==> src/rtl/instruction_fetch_unit_if.sv <==
// rtl/instruction_fetch_unit_if.sv - fetch unit bus: imem read port, decode handshake, redirect
interface instruction_fetch_unit_if;
    logic        redirect_valid;
    logic [31:0] redirect_pc;
    logic [31:0] imem_addr;
    logic [31:0] imem_data;
    logic        inst_valid;
    logic        inst_ready;
    logic [31:0] inst_data;
    logic [31:0] inst_pc;

    modport master (
        input  redirect_valid, redirect_pc, imem_data, inst_ready,
        output imem_addr, inst_valid, inst_data, inst_pc
    );

    modport slave (
        output redirect_valid, redirect_pc, imem_data, inst_ready,
        input  imem_addr, inst_valid, inst_data, inst_pc
    );
endinterface

==> src/rtl/instruction_fetch_unit.sv <==
// rtl/instruction_fetch_unit.sv - PC sequencer with 1-cycle imem reads and buffered decode handshake
module instruction_fetch_unit #(
    parameter logic [31:0] RESET_PC   = 32'h0000_0000,
    parameter int          FIFO_DEPTH = 2
) (
    input  logic                          clk,
    input  logic                          rst_n,
    instruction_fetch_unit_if.master      bus
);
    localparam int PTR_W = (FIFO_DEPTH > 1) ? $clog2(FIFO_DEPTH) : 1;
    localparam int CNT_W = PTR_W + 1;
    localparam logic [CNT_W-1:0] DEPTH_C = CNT_W'(FIFO_DEPTH);

    logic [31:0]      fetch_pc;
    logic [31:0]      inflight_pc;
    logic             inflight;
    logic [31:0]      fifo_data [FIFO_DEPTH];
    logic [31:0]      fifo_pc   [FIFO_DEPTH];
    logic [PTR_W-1:0] rd_ptr;
    logic [PTR_W-1:0] wr_ptr;
    logic [CNT_W-1:0] count;
    logic [CNT_W-1:0] free_slots;
    logic             pop;
    logic             push;
    logic             issue;

    // A read is only issued when a slot is guaranteed for its response,
    // counting the outstanding read and the slot freed by this cycle's pop.
    always_comb begin
        pop        = (count != '0) && bus.inst_ready;
        free_slots = DEPTH_C - count + CNT_W'(pop);
        issue      = !bus.redirect_valid && (free_slots > CNT_W'(inflight));
        push       = inflight && !bus.redirect_valid;
    end

    assign bus.imem_addr  = fetch_pc;
    assign bus.inst_valid = (count != '0);
    assign bus.inst_data  = fifo_data[rd_ptr];
    assign bus.inst_pc    = fifo_pc[rd_ptr];

    always_ff @(posedge clk) begin
        if (!rst_n) begin
            fetch_pc    <= RESET_PC;
            inflight    <= 1'b0;
            inflight_pc <= RESET_PC;
            rd_ptr      <= '0;
            wr_ptr      <= '0;
            count       <= '0;
        end else if (bus.redirect_valid) begin
            fetch_pc <= {bus.redirect_pc[31:2], 2'b00};
            inflight <= 1'b0;
            rd_ptr   <= '0;
            wr_ptr   <= '0;
            count    <= '0;
        end else begin
            if (push) begin
                wr_ptr <= wr_ptr + 1'b1;
            end
            if (pop) begin
                rd_ptr <= rd_ptr + 1'b1;
            end
            count <= count + CNT_W'(push) - CNT_W'(pop);
            if (issue) begin
                inflight    <= 1'b1;
                inflight_pc <= fetch_pc;
                fetch_pc    <= fetch_pc + 32'd4;
            end else begin
                inflight <= 1'b0;
            end
        end
    end

    // Buffer storage carries no reset; occupancy is tracked by count alone.
    always_ff @(posedge clk) begin
        if (rst_n && push) begin
            fifo_data[wr_ptr] <= bus.imem_data;
            fifo_pc[wr_ptr]   <= inflight_pc;
        end
    end
endmodule
==> src/flat_wrapper.sv <==
// flat-port wrapper written by rule: the top's interface ports become plain ports
module instruction_fetch_unit_flat 
#(
    parameter logic [31:0] RESET_PC   = 32'h0000_0000,
    parameter int          FIFO_DEPTH = 2
)
  (clk, rst_n, bus_redirect_valid, bus_redirect_pc, bus_imem_data, bus_inst_ready, bus_imem_addr, bus_inst_valid, bus_inst_data, bus_inst_pc);
  instruction_fetch_unit_if bus_i ();
  input  logic clk;
  input  logic rst_n;
  input wire logic [$bits(bus_i.redirect_valid)-1:0] bus_redirect_valid;
  input wire logic [$bits(bus_i.redirect_pc)-1:0] bus_redirect_pc;
  input wire logic [$bits(bus_i.imem_data)-1:0] bus_imem_data;
  input wire logic [$bits(bus_i.inst_ready)-1:0] bus_inst_ready;
  output wire logic [$bits(bus_i.imem_addr)-1:0] bus_imem_addr;
  output wire logic [$bits(bus_i.inst_valid)-1:0] bus_inst_valid;
  output wire logic [$bits(bus_i.inst_data)-1:0] bus_inst_data;
  output wire logic [$bits(bus_i.inst_pc)-1:0] bus_inst_pc;
  assign bus_i.redirect_valid = bus_redirect_valid;
  assign bus_i.redirect_pc = bus_redirect_pc;
  assign bus_i.imem_data = bus_imem_data;
  assign bus_i.inst_ready = bus_inst_ready;
  assign bus_imem_addr = bus_i.imem_addr;
  assign bus_inst_valid = bus_i.inst_valid;
  assign bus_inst_data = bus_i.inst_data;
  assign bus_inst_pc = bus_i.inst_pc;
  instruction_fetch_unit #(.RESET_PC(RESET_PC), .FIFO_DEPTH(FIFO_DEPTH)) u_core (.clk(clk), .rst_n(rst_n), .bus(bus_i));
endmodule
==> config.mk <==
export PLATFORM = sky130hd
export DESIGN_NAME = instruction_fetch_unit_flat
export DESIGN_NICKNAME = d
export VERILOG_FILES = /design/src/rtl/instruction_fetch_unit_if.sv /design/src/rtl/instruction_fetch_unit.sv /design/src/flat_wrapper.sv
export SDC_FILE = /design/constraint.sdc
export NUM_CORES = 1
export LEC_CHECK = 0
export ABC_CLOCK_PERIOD_IN_PS = 4800
export BUFFER_PORTS_ARGS = -buffer_cell sky130_fd_sc_hd__buf_4
export CAP_MARGIN = 20
export CORE_ASPECT_RATIO = 0.7
export CORE_MARGIN = 2
export CORE_UTILIZATION = 32
export DETAILED_ROUTE_END_ITERATION = 8
export GPL_TIMING_DRIVEN = 0
export PLACE_DENSITY = 0.5
export RECOVER_POWER = 50
export SETUP_SLACK_MARGIN = 0.4
export SKIP_CTS_REPAIR_TIMING = 1
export SYNTH_ARGS = -nofsm -noshare
export SYNTH_HDL_FRONTEND = slang
export SYNTH_SLANG_ARGS = --single-unit
==> constraint.sdc <==
create_clock -name clk -period 4.8 [get_ports clk]
set_input_delay 0.48 -clock clk [delete_from_list [all_inputs] [get_ports clk]]
set_output_delay 0.48 -clock clk [all_outputs]
set_load 0.01 [all_outputs]
==> run summary, run 1 <==
• 47 — Rows
• 0 — final antenna diode count
• 29 — maximum net fanout on the critical path
• u_core.fifo_data[1][10] — WHS Endpoint
• 0 ns — sum of negative setup slack
• 190 — synthesized flop and latch total
• 20,100 um — drt total wl
• finished with violations — outcome
• sky130_fd_sc_hd__edfxtp_1 — dominant synthesized flop cell
• 17 — CTS buffer count
• 30,600 um — wire length of the first global-routing pass
• 48.5% — share of Yosys cell area claimed by the top area cell type
• 0 — final setup violation count
• 5,357 — via count of the first global-routing pass
• 16.0% — global-route usage over all layers
• 124 — EDFF count, synth
• 18 — Slew Limit Fails
• 189 um — die boundary width
• u_core.fifo_data[0][13] — worst reg2reg endpoint
• 253 MHz — maximum clock frequency
• 9720 um2 — finished layout cell area
• 190 — Clock Sinks
• flip-flop — critical path endpoint category
• 820 — post-layout net count
• 47 — pin count of the biggest net entering global routing
• 9360 um2 — cell area after placement
• 158 — number of port buffers
• input pin — crit path launch type
• input pin to flip-flop — Min-Delay Path Class
• 1.03 ns — setup slack of the worst register-to-register path
• 13.6 um2 — Synth Area per Inst
• sky130_fd_sc_hd__edfxtp_1 (48%), sky130_fd_sc_hd__dfxtp_1 (17%), sky130_fd_sc_hd__mux2_2 (9.1%) — cells taking the most area after synthesis
• 82.3% — final worst-path cycle share
• 18.7 um — DR WL/cell
• 0 — Residual DRC
• 7680 um2 — cell area after synthesis
• 1.71 ns — Least-Margin Pin Slew
• 0 — Antenna Nets Post-Route
• sky130_fd_sc_hd__edfxtp_1 — area leader, netlist
• 0.00342 uW — Leak Pwr
• 564 — post-synthesis cell count
• -14.7% — Slew Limit Headroom
• 0.858 — gpl congestion
• 4.08 ns — arrival time at the worst endpoint
• 2,300 — number of fill cells in the layout
• 134 um — die span in y
• 65.7% — sequential element share of the synthesized area
• 165 — io pins
• 0 — overflow left after global routing
• 26.5% — growth of design area from synthesis to finish
• 30.1% — share of final-layout standard cells stronger than drive strength 1
• 0.849 ns — setup ws final
• bus_imem_data[10] — HP Start
• 32.6% — Initial Utilization
• 1 — Max Cap Viol
• 0.00814 ns — clk_skew
• 4.96 — detailed-route vias per instance
• 49 — number of distinct library cell variants in the gate-level netlist after synthesis
• 25,300 um2 — die outline area
• 389 — Iter 0 DRT Violations
• 0 — antenna violations before repair
• 5,349 — routed vias
• 4.93 ns — Worst EP required
• u_core.inflight — RR Startpoint
• 0% — Async SR Flop Fraction
• false — setup repair after global routing missed its margin
• 3.95 ns — final period demand of the worst path
• 0.43 ns — latest clock arrival within the worst-skew pair
• done — TritonCTS clock tree
• 0 — count of final hold-check violations
• 4 — H-tree lvl count
• 253 uV — Max IR drop VDD
• 0 — synth warn
• 5 — path depth of the worst reg2reg path
• 351 nW/um2 — Pwr Density
• 2 — maximum clock path buffer count
• 5 — count of TritonRoute iterations in the first routing pass
• 1.33 ns — Placement Setup Slack
• 1 — Worst Hold Path Cells
• sky130_fd_sc_hd__clkbuf_16 — clock root buffer master
• max-capacitance violations, max-slew violations — failing checks
• input pin to flip-flop — worst setup path category
• 23,600 um2 — Core Footprint
• 14,300 um — DPL Wire Length
• 0.07 ns — clock edge transition at the registers on the reported setup and hold paths
==> critical path: stages <==
cell,delay [ns]
sky130_fd_sc_hd__clkbuf_1,0.25
sky130_fd_sc_hd__clkbuf_1,0.49
sky130_fd_sc_hd__nand2_1,0.11
sky130_fd_sc_hd__nor2_1,1.28
sky130_fd_sc_hd__clkbuf_1,1.13
sky130_fd_sc_hd__buf_12,0.30
==> routing by layer <==
metal	GRT usage, %	vias to the layer above	routed length, um
met1	21.9	2611	9420
met2	25.4	202	9140
met5	0	-	0
li1	-	2518	-
met3	3.56	18	1340
met4	5.12	0	239
==> cell usage in the layout, fill, tap and decap left out, types with 4 or more instances in the layout <==
| master | count |
|---|---|
| sky130_fd_sc_hd__edfxtp_1 | 124 |
| sky130_fd_sc_hd__nand4_1 | 9 |
| sky130_fd_sc_hd__a31oi_1 | 13 |
| sky130_fd_sc_hd__o31ai_1 | 8 |
| sky130_fd_sc_hd__clkbuf_1 | 69 |
| sky130_fd_sc_hd__mux2_2 | 62 |
| sky130_fd_sc_hd__clkbuf_4 | 21 |
| sky130_fd_sc_hd__a21oi_1 | 6 |
| sky130_fd_sc_hd__dfxtp_1 | 66 |
| sky130_fd_sc_hd__ha_1 | 5 |
| sky130_fd_sc_hd__o211ai_1 | 4 |
| sky130_fd_sc_hd__buf_4 | 97 |
| sky130_fd_sc_hd__nand3_1 | 14 |
| sky130_fd_sc_hd__a211oi_1 | 7 |
| sky130_fd_sc_hd__conb_1 | 4 |
| sky130_fd_sc_hd__or3_1 | 9 |
| sky130_fd_sc_hd__nor2_1 | 44 |
| sky130_fd_sc_hd__buf_2 | 5 |
| sky130_fd_sc_hd__clkinv_4 | 4 |
| sky130_fd_sc_hd__mux2i_1 | 30 |
| sky130_fd_sc_hd__inv_8 | 4 |
| sky130_fd_sc_hd__or4_1 | 6 |
| sky130_fd_sc_hd__o2111ai_1 | 4 |
| sky130_fd_sc_hd__xor2_1 | 8 |
| sky130_fd_sc_hd__clkbuf_16 | 17 |
| sky130_fd_sc_hd__inv_1 | 8 |
| sky130_fd_sc_hd__o21ai_0 | 28 |
| sky130_fd_sc_hd__nor4_1 | 5 |
| sky130_fd_sc_hd__nor2b_1 | 4 |
| sky130_fd_sc_hd__xnor2_1 | 5 |
| sky130_fd_sc_hd__and3_1 | 8 |
| sky130_fd_sc_hd__nand2_1 | 16 |
==> metrics by stage <==
stage	hold slack, ns	utilization (%)	power, uW	std cells
after floorplan	0.425	-	1980	567
after global placement	0.433	39.3	2130	1043
after detailed placement	0.437	39.7	2140	1046
after CTS	0.207	42.0	3470	1078
after global routing	0.232	41.2	3540	1078
final	0.247	41.2	3410	1078
==> report_power, final <==
part / switching (uW) / internal (uW)
registers: 47.7 / 1780
clock network: 656 / 680
logic: 138 / 111
total: 842 / 2570
==> flip-flops by register name (all words and copies together) (netlist names), named ones only <==
register	count
u_core.fifo_data	64
u_core.inflight_pc	30
u_core.wr_ptr	1
u_core.rd_ptr	1
u_core.inflight	1
u_core.count	2
u_core.bus.imem_addr	30
u_core.fifo_pc	60
==> synth_stat cells, drive strengths merged (10+ instances only) <==
library cell / n
a31oi: 13
buf: 10
o21ai: 28
nand3: 15
mux2i: 30
mux2: 62
nor2: 44
edfxtp: 124
clkbuf: 24
nand2: 16
dfxtp: 66
==> worst max path at each step <==
stage / start / endpoint / slack (ns) / cells past startpoint
2_1_floorplan: bus_redirect_valid / u_core.fifo_data[0][0] / 0.76 / 4
3_3_place_gp: bus_redirect_valid / u_core.fifo_data[0][10] / -1.48 / 5
3_5_place_dp: u_core.count[1] / u_core.bus.imem_addr[11] / 1.33 / 9
4_1_cts: u_core.count[1] / u_core.bus.imem_addr[11] / 1.30 / 9
5_1_grt: rst_n / u_core.fifo_data[0][29] / 0.59 / 6
6_report: rst_n / u_core.fifo_data[0][13] / 0.85 / 6
==> layout make-up <==
class	instances	area, um2	area share, %
plain buffers	34	149	1.53
repair buffers	161	1070	11.0
well taps	318	398	4.09
multi-input cells	334	2470	25.4
flip-flops and latches	190	5040	51.9
clock inverters	15	129	1.33
inverters	9	33.8	0.348
clock buffers	17	425	4.38
==> cells by family (layout without fill, tap and decap cells) <==
logic type	after synthesis	after routing	share of synthesized area (%)
flops	190	190	65.7
buf+inv	43	236	2.38
mux	92	92	13.0
other cells	1	4	0.0488
fa+ha+maj	5	5	0.814
simple gates	131	131	8.79
xor+xnor	13	13	1.48
compound gates	89	89	7.83
Power figures use the tool's default switching activity.
==> run 2: changes to the inputs <==
--- a/config.mk
+++ b/config.mk
@@ -5,7 +5,7 @@
 export SDC_FILE = /design/constraint.sdc
 export NUM_CORES = 1
 export LEC_CHECK = 0
-export ABC_CLOCK_PERIOD_IN_PS = 4800
+export ABC_CLOCK_PERIOD_IN_PS = 4090
 export BUFFER_PORTS_ARGS = -buffer_cell sky130_fd_sc_hd__buf_4
 export CAP_MARGIN = 20
 export CORE_ASPECT_RATIO = 0.7
==> constraint.sdc (replaced) <==
create_clock -name clk -period 4.09 [get_ports clk]
set_input_delay 0.409 -clock clk [delete_from_list [all_inputs] [get_ports clk]]
set_output_delay 0.409 -clock clk [all_outputs]
set_load 0.01 [all_outputs]
==> run summary, run 2 (same netlist as run 1, synthesis figures left out) <==
• finished with violations — outcome
• max-capacitance violations, max-slew violations — failing checks
• 53.1% — register share of total power
• 14,200 um — DPL Wire Length
• 64 — max reg flops
• 821 — post-layout net count
• 47 — Rows
• 0 — overflow left after global routing
• 27.2% — growth of design area from synthesis to finish
• 17 — Slew Limit Fails
• 22.8% — Switching Fraction
• 25,300 um2 — die outline area
• 18.4 um — DR WL/cell
• 0.07 ns — clock edge transition at the registers on the reported setup and hold paths
• 158 — number of port buffers
• sky130_fd_sc_hd__edfxtp_1 — most frequent standard cell in the layout excluding fill and tap cells
• 30.4% — share of final-layout standard cells stronger than drive strength 1
• 0 — Residual DRC
• u_core.bus.imem_addr[23] — worst reg2reg endpoint
• 3120 uW — Cell Int Power
• 16.0% — global-route usage over all layers
• 309 MHz — maximum clock frequency
• 0 ns — sum of negative setup slack
• 1390 um — metal3 WL
• input pin to flip-flop — Min-Delay Path Class
• 3.58 ns — arrival time at the worst endpoint
• false — setup repair after global routing missed its margin
• 1 — Worst Hold Path Cells
• 30,600 um — wire length of the first global-routing pass
• 17 — CTS buffer count
• 5,308 — routed vias
• 0.43 ns — latest clock arrival within the worst-skew pair
• 0.0116 ns — clk_skew
• 0 — count of final hold-check violations
• u_core.fifo_data (64), u_core.fifo_pc (60) — biggest regs
• 0 — final antenna diode count
• done — TritonCTS clock tree
• sky130_fd_sc_hd__clkbuf_16 — clock root buffer master
• 39.6% — portion of total power attributed to the clock network
• 295 uV — Max IR drop VDD
• -24.2% — Slew Limit Headroom
• 189 um — die boundary width
• 19,900 um — drt total wl
• bus_imem_data[0] — HP Start
• 165 — io pins
• 9350 um — DRT met1 WL
• 7.2% — part of the power in combinational logic
• flip-flop — crit path launch type
• 4.43 ns — Worst EP required
• 0 — Antenna Nets Post-Route
• u_core.fifo_data — Most flops, register
• 134 um — die span in y
• 190 — Clock Sinks
• 3.23 ns — final period demand of the worst path
• 5 — count of TritonRoute iterations in the first routing pass
• 2 — maximum clock path buffer count
• 2,257 — number of fill cells in the layout
• 9370 um2 — cell area after placement
• 414 nW/um2 — Pwr Density
• 0.86 ns — setup slack of the worst register-to-register path
• 9780 um2 — finished layout cell area
• 923 uW — Net Sw Power
• 9 — maximum net fanout on the critical path
• 1.86 ns — Least-Margin Pin Slew
• 0.00345 uW — Leak Pwr
• 0.867 — gpl congestion
• 1 — Max Cap Viol
• 79.0% — final worst-path cycle share
• 4.92 — detailed-route vias per instance
• 32.6% — Initial Utilization
• 0 — antenna violations before repair
• met4 — Highest Signal Layer
• sky130_fd_sc_hd__edfxtp_1 (124), sky130_fd_sc_hd__buf_4 (97), sky130_fd_sc_hd__clkbuf_1 (68) — leading cell types in the layout, fill and taps excluded
• 10 — path depth of the worst reg2reg path
• u_core.count[1] — RR Startpoint
• 23,600 um2 — Core Footprint
• 47 — pin count of the biggest net entering global routing
• flip-flop — critical path endpoint category
• flip-flop to flip-flop — worst setup path category
• u_core.fifo_data[1][0] — WHS Endpoint
• 0 — final setup violation count
• 4 — H-tree lvl count
• 8950 um — met2 wirelength from detailed routing
• 351 — Iter 0 DRT Violations
• 5,228 — via count of the first global-routing pass
==> run 2: worst max path at each step <==
stage,cells past startpoint,from,slack (ns),endpoint
after floorplan,9,u_core.count[1],1.13,u_core.bus.imem_addr[11]
after global placement,4,rst_n,-0.34,u_core.fifo_data[1][18]
after detailed placement,10,u_core.count[1],0.95,u_core.bus.imem_addr[23]
after CTS,10,u_core.count[1],0.90,u_core.bus.imem_addr[23]
after global routing,10,u_core.count[1],0.61,u_core.bus.imem_addr[23]
final,10,u_core.count[1],0.86,u_core.bus.imem_addr[23]
==> run 2: layout make-up <==
class / instances / area, um2 / area share (%)
Sequential cell: 190 / 5040 / 51.6
Multi-Input combinational cell: 334 / 2470 / 25.2
Timing Repair Buffer: 162 / 1120 / 11.4
Clock buffer: 25 / 485 / 4.97
Tap cell: 318 / 398 / 4.07
Buffer: 34 / 149 / 1.52
Clock inverter: 7 / 80.1 / 0.819
Inverter: 9 / 33.8 / 0.346
==> run 2: power by group through the flow <==
stage          sequential [uW]  combinational (uW)  clock, uW
3_5_place_dp              2190                 317          0
2_1_floorplan             2180                 147          0
4_1_cts                   2150                 318       1650
3_3_place_gp              2190                 308          0
5_1_grt                   2160                 323       1720
6_report                  2150                 293       1600
==> run 2: layer usage <==
layer / global-route usage [%] / up-vias
li1: - / 2523
met1: 22.4 / 2584
met2: 24.4 / 186
met3: 4.29 / 15
met4: 4.73 / 0
met5: 0 / -
==> run 2: through the flow <==
stage	utilization, %	setup WS, ns	std cells	hold slack [ns]	total power, uW
2_1_floorplan	-	1.13	567	0.425	2330
3_3_place_gp	39.4	-0.342	1043	0.433	2500
3_5_place_dp	39.7	0.952	1047	0.438	2510
4_1_cts	42.1	0.902	1079	0.132	4110
5_1_grt	41.5	0.606	1079	0.158	4200
6_report	41.5	0.859	1079	0.179	4040
==> run 2: critical path, cell delays in order (launching register included) <==
cell                        delay, ns
sky130_fd_sc_hd__dfxtp_1         0.35
sky130_fd_sc_hd__or2_2           0.33
sky130_fd_sc_hd__nand2_1         0.13
sky130_fd_sc_hd__ha_1            0.28
sky130_fd_sc_hd__ha_1            0.30
sky130_fd_sc_hd__or2_2           0.27
sky130_fd_sc_hd__clkbuf_1        0.22
sky130_fd_sc_hd__a2111oi_0       0.70
sky130_fd_sc_hd__buf_1           0.25
sky130_fd_sc_hd__a311oi_1        0.13
sky130_fd_sc_hd__a211oi_1        0.19
==> run 3: changes to the inputs <==
--- a/config.mk
+++ b/config.mk
@@ -5,7 +5,8 @@
 export SDC_FILE = /design/constraint.sdc
 export NUM_CORES = 1
 export LEC_CHECK = 0
-export ABC_CLOCK_PERIOD_IN_PS = 4090
+export ABC_AREA = 1
+export ABC_CLOCK_PERIOD_IN_PS = 3150
 export BUFFER_PORTS_ARGS = -buffer_cell sky130_fd_sc_hd__buf_4
 export CAP_MARGIN = 20
 export CORE_ASPECT_RATIO = 0.7
@@ -13,7 +14,7 @@
 export CORE_UTILIZATION = 32
 export DETAILED_ROUTE_END_ITERATION = 8
 export GPL_TIMING_DRIVEN = 0
-export PLACE_DENSITY = 0.5
+export PLACE_DENSITY = 0.49
 export RECOVER_POWER = 50
 export SETUP_SLACK_MARGIN = 0.4
 export SKIP_CTS_REPAIR_TIMING = 1
==> constraint.sdc (replaced) <==
create_clock -name clk -period 3.15 [get_ports clk]
set_input_delay 0.315 -clock clk [delete_from_list [all_inputs] [get_ports clk]]
set_output_delay 0.315 -clock clk [all_outputs]
set_load 0.01 [all_outputs]
==> run summary, run 3 <==
• finished with violations — outcome
• max-capacitance violations, max-slew violations — failing checks
• 26,600 um2 — die outline area
• 24 — pin count of the biggest net entering global routing
• 39.9% — portion of total power attributed to the clock network
• 0 — synth warn
• false — setup repair after global routing missed its margin
• 0 — Antenna Nets Post-Route
• u_core.fifo_data — Most flops, register
• 157 — number of port buffers
• 137 um — die span in y
• 744 — post-synthesis cell count
• 52.2% — register share of total power
• 0.835 — gpl congestion
• 5,273 — via count of the first global-routing pass
• 1300 uW — Net Sw Power
• 0 — final antenna diode count
• 7.9% — part of the power in combinational logic
• 48 — Rows
• 0% — Async SR Flop Fraction
• 24.2% — Switching Fraction
• sky130_fd_sc_hd__clkbuf_16 — clock root buffer master
• sky130_fd_sc_hd__edfxtp_1 — area leader, netlist
• 1,267 — post-route non-filler standard cell count
• 4070 uW — Cell Int Power
• 522 nW/um2 — Pwr Density
• 17 — CTS buffer count
• 6 — Slew Limit Fails
• 0 — antenna violations before repair
• 2600 um2 — area taken by multi-input logic gates
• 1,002 — post-layout net count
• 84.6% — final worst-path cycle share
• u_core.fifo_data (64), u_core.fifo_pc (60) — biggest regs
• 64 — max reg flops
• 29.2% — share of final-layout standard cells stronger than drive strength 1
• 2.76 ns — arrival time at the worst endpoint
• 0 — Residual DRC
• 194 um — die boundary width
• -12.2% — Slew Limit Headroom
• 21,400 um — drt total wl
• 0.07 ns — clock edge transition at the registers on the reported setup and hold paths
• 0.00400 uW — Leak Pwr
• 16.9 um — DR WL/cell
• 1,235 — number of instances in the placed design
• 2 — maximum clock path buffer count
• 4.58 — detailed-route vias per instance
• 4 — H-tree lvl count
• 0 — overflow left after global routing
• 41.5% — utilization after layout
• 10.9 um2 — Synth Area per Inst
• 375 MHz — maximum clock frequency
• 320 — Iter 0 DRT Violations
• 2.67 ns — final period demand of the worst path
• 420 uV — Max IR drop VDD
• sky130_fd_sc_hd__edfxtp_1 (46%), sky130_fd_sc_hd__dfxtp_1 (16%), sky130_fd_sc_hd__mux2_2 (8.6%) — cells taking the most area after synthesis
• 5 — count of TritonRoute iterations in the first routing pass
• sky130_fd_sc_hd__nand2_1 (143), sky130_fd_sc_hd__edfxtp_1 (124), sky130_fd_sc_hd__nor2_1 (82), sky130_fd_sc_hd__dfxtp_1 (66), sky130_fd_sc_hd__inv_1 (65) — leading post-synthesis cells by instance count
• sky130_fd_sc_hd__edfxtp_1 — dominant synthesized flop cell
• 5,804 — routed vias
• sky130_fd_sc_hd__nand2_1 (143), sky130_fd_sc_hd__edfxtp_1 (124), sky130_fd_sc_hd__buf_4 (100) — leading cell types in the layout, fill and taps excluded
• 124 — EDFF count, synth
• 1.67 ns — Least-Margin Pin Slew
• 31,800 um — wire length of the first global-routing pass
• flip-flop — critical path endpoint category
• 0 — final setup violation count
• done — TritonCTS clock tree
• 16.1% — global-route usage over all layers
• 0.43 ns — latest clock arrival within the worst-skew pair
• input pin to flip-flop — Min-Delay Path Class
• 5040 um2 — flip-flop and latch area
• 15,900 um — DPL Wire Length
• 190 — Clock Sinks
• 26.8% — growth of design area from synthesis to finish
• 46.0% — share of Yosys cell area claimed by the top area cell type
• 8100 um2 — cell area after synthesis
• 0 ns — sum of negative setup slack
• 38 — number of distinct library cell variants in the gate-level netlist after synthesis
• 0.00867 ns — clk_skew
• 3.25 ns — Worst EP required
• 165 — io pins
• 2,402 — number of fill cells in the layout
• sky130_fd_sc_hd__nand2_1 — most frequent standard cell in the layout excluding fill and tap cells
• 0 — count of final hold-check violations
• flip-flop — crit path launch type
• 0.0828 ns — hold_ws
• 13 — maximum net fanout on the critical path
• 32.7% — Initial Utilization
• flip-flop to flip-flop — worst setup path category
• sky130_fd_sc_hd__nand2_1 — count leader, synth
• 24,700 um2 — Core Footprint
• 1 — Max Cap Viol
• 62.3% — sequential element share of the synthesized area
• 190 — synthesized flop and latch total
run 3: cell count changes in the layout (fill, tap and decap cells not counted), moves of 9 or more:
cell | before | now
sky130_fd_sc_hd__nor2_1 | 44 | 81
sky130_fd_sc_hd__a21oi_1 | 6 | 24
sky130_fd_sc_hd__clkbuf_1 | 68 | 47
sky130_fd_sc_hd__nand3b_1 | 0 | 10
sky130_fd_sc_hd__mux2i_1 | 30 | 0
sky130_fd_sc_hd__o21ai_1 | 0 | 17
sky130_fd_sc_hd__inv_1 | 8 | 65
sky130_fd_sc_hd__or3_1 | 9 | 0
sky130_fd_sc_hd__nand2_1 | 16 | 143
run 3: per-layer routing:
metal  vias to the layer above  routed length (um)  global-route usage [%]
met4                         0                 206                    4.34
met1                      2751               11000                    23.9
met3                        15                1250                    4.29
met2                       171                8990                    23.0
met5                         -                   0                       0
li1                       2867                   -                       -
run 3: critical path, stage by stage, from the launching register on:
cell,delay (ns)
sky130_fd_sc_hd__dfxtp_1,0.35
sky130_fd_sc_hd__inv_1,0.07
sky130_fd_sc_hd__nor3_1,1.29
sky130_fd_sc_hd__buf_16,0.24
sky130_fd_sc_hd__clkbuf_2,0.35
run 3: through the flow:
stage          cell area [um2]  total power [uW]  worst slack [ns]
3_3_place_gp              9720              3300            -0.709
4_1_cts                  10400              5450             0.588
3_5_place_dp              9860              3300             0.669
2_1_floorplan             8130              3060             0.548
5_1_grt                  10300              5580             0.295
6_report                 10300              5360             0.485
run 3: cells by family after synthesis:
logic type	Yosys count	share of synthesized area, %
AND/OR/NAND/NOR	296	16.5
flip-flops	190	62.3
buffers and inverters	103	5.91
AO/OA/AOI/OAI	80	5.13
multiplexers	62	8.62
XOR/XNOR	7	0.757
adder cells (fa/ha/maj)	5	0.772
other	1	0.0463
run 3: worst paths after layout:
path | startpoint | to | slack [ns] | cells past startpoint
setup / recovery | u_core.inflight | u_core.fifo_data[1][14] | 0.48 | 4
hold / removal | bus_imem_data[30] | u_core.fifo_data[1][30] | 0.08 | 1
setup reg to reg | u_core.inflight | u_core.fifo_data[1][14] | 0.48 | 4
hold reg to reg | u_core.inflight_pc[7] | u_core.fifo_pc[1][7] | 0.46 | 0
run 3: cell type report:
type / count / share of cell area [%]
plain buffers: 32 / 2.07
clock buffers: 19 / 4.42
clock inverters: 13 / 1.22
inverters: 71 / 2.59
multi-input cells: 454 / 25.3
flip-flops and latches: 190 / 49.1
well taps: 325 / 3.96
repair buffers: 163 / 11.4
run 3: power groups by stage:
stage	logic, uW	registers [uW]	clock network, uW
floorplan	224	2840	0
global placement	443	2850	0
detailed placement	449	2850	0
CTS	453	2800	2200
global route	467	2810	2300
finish	423	2800	2140
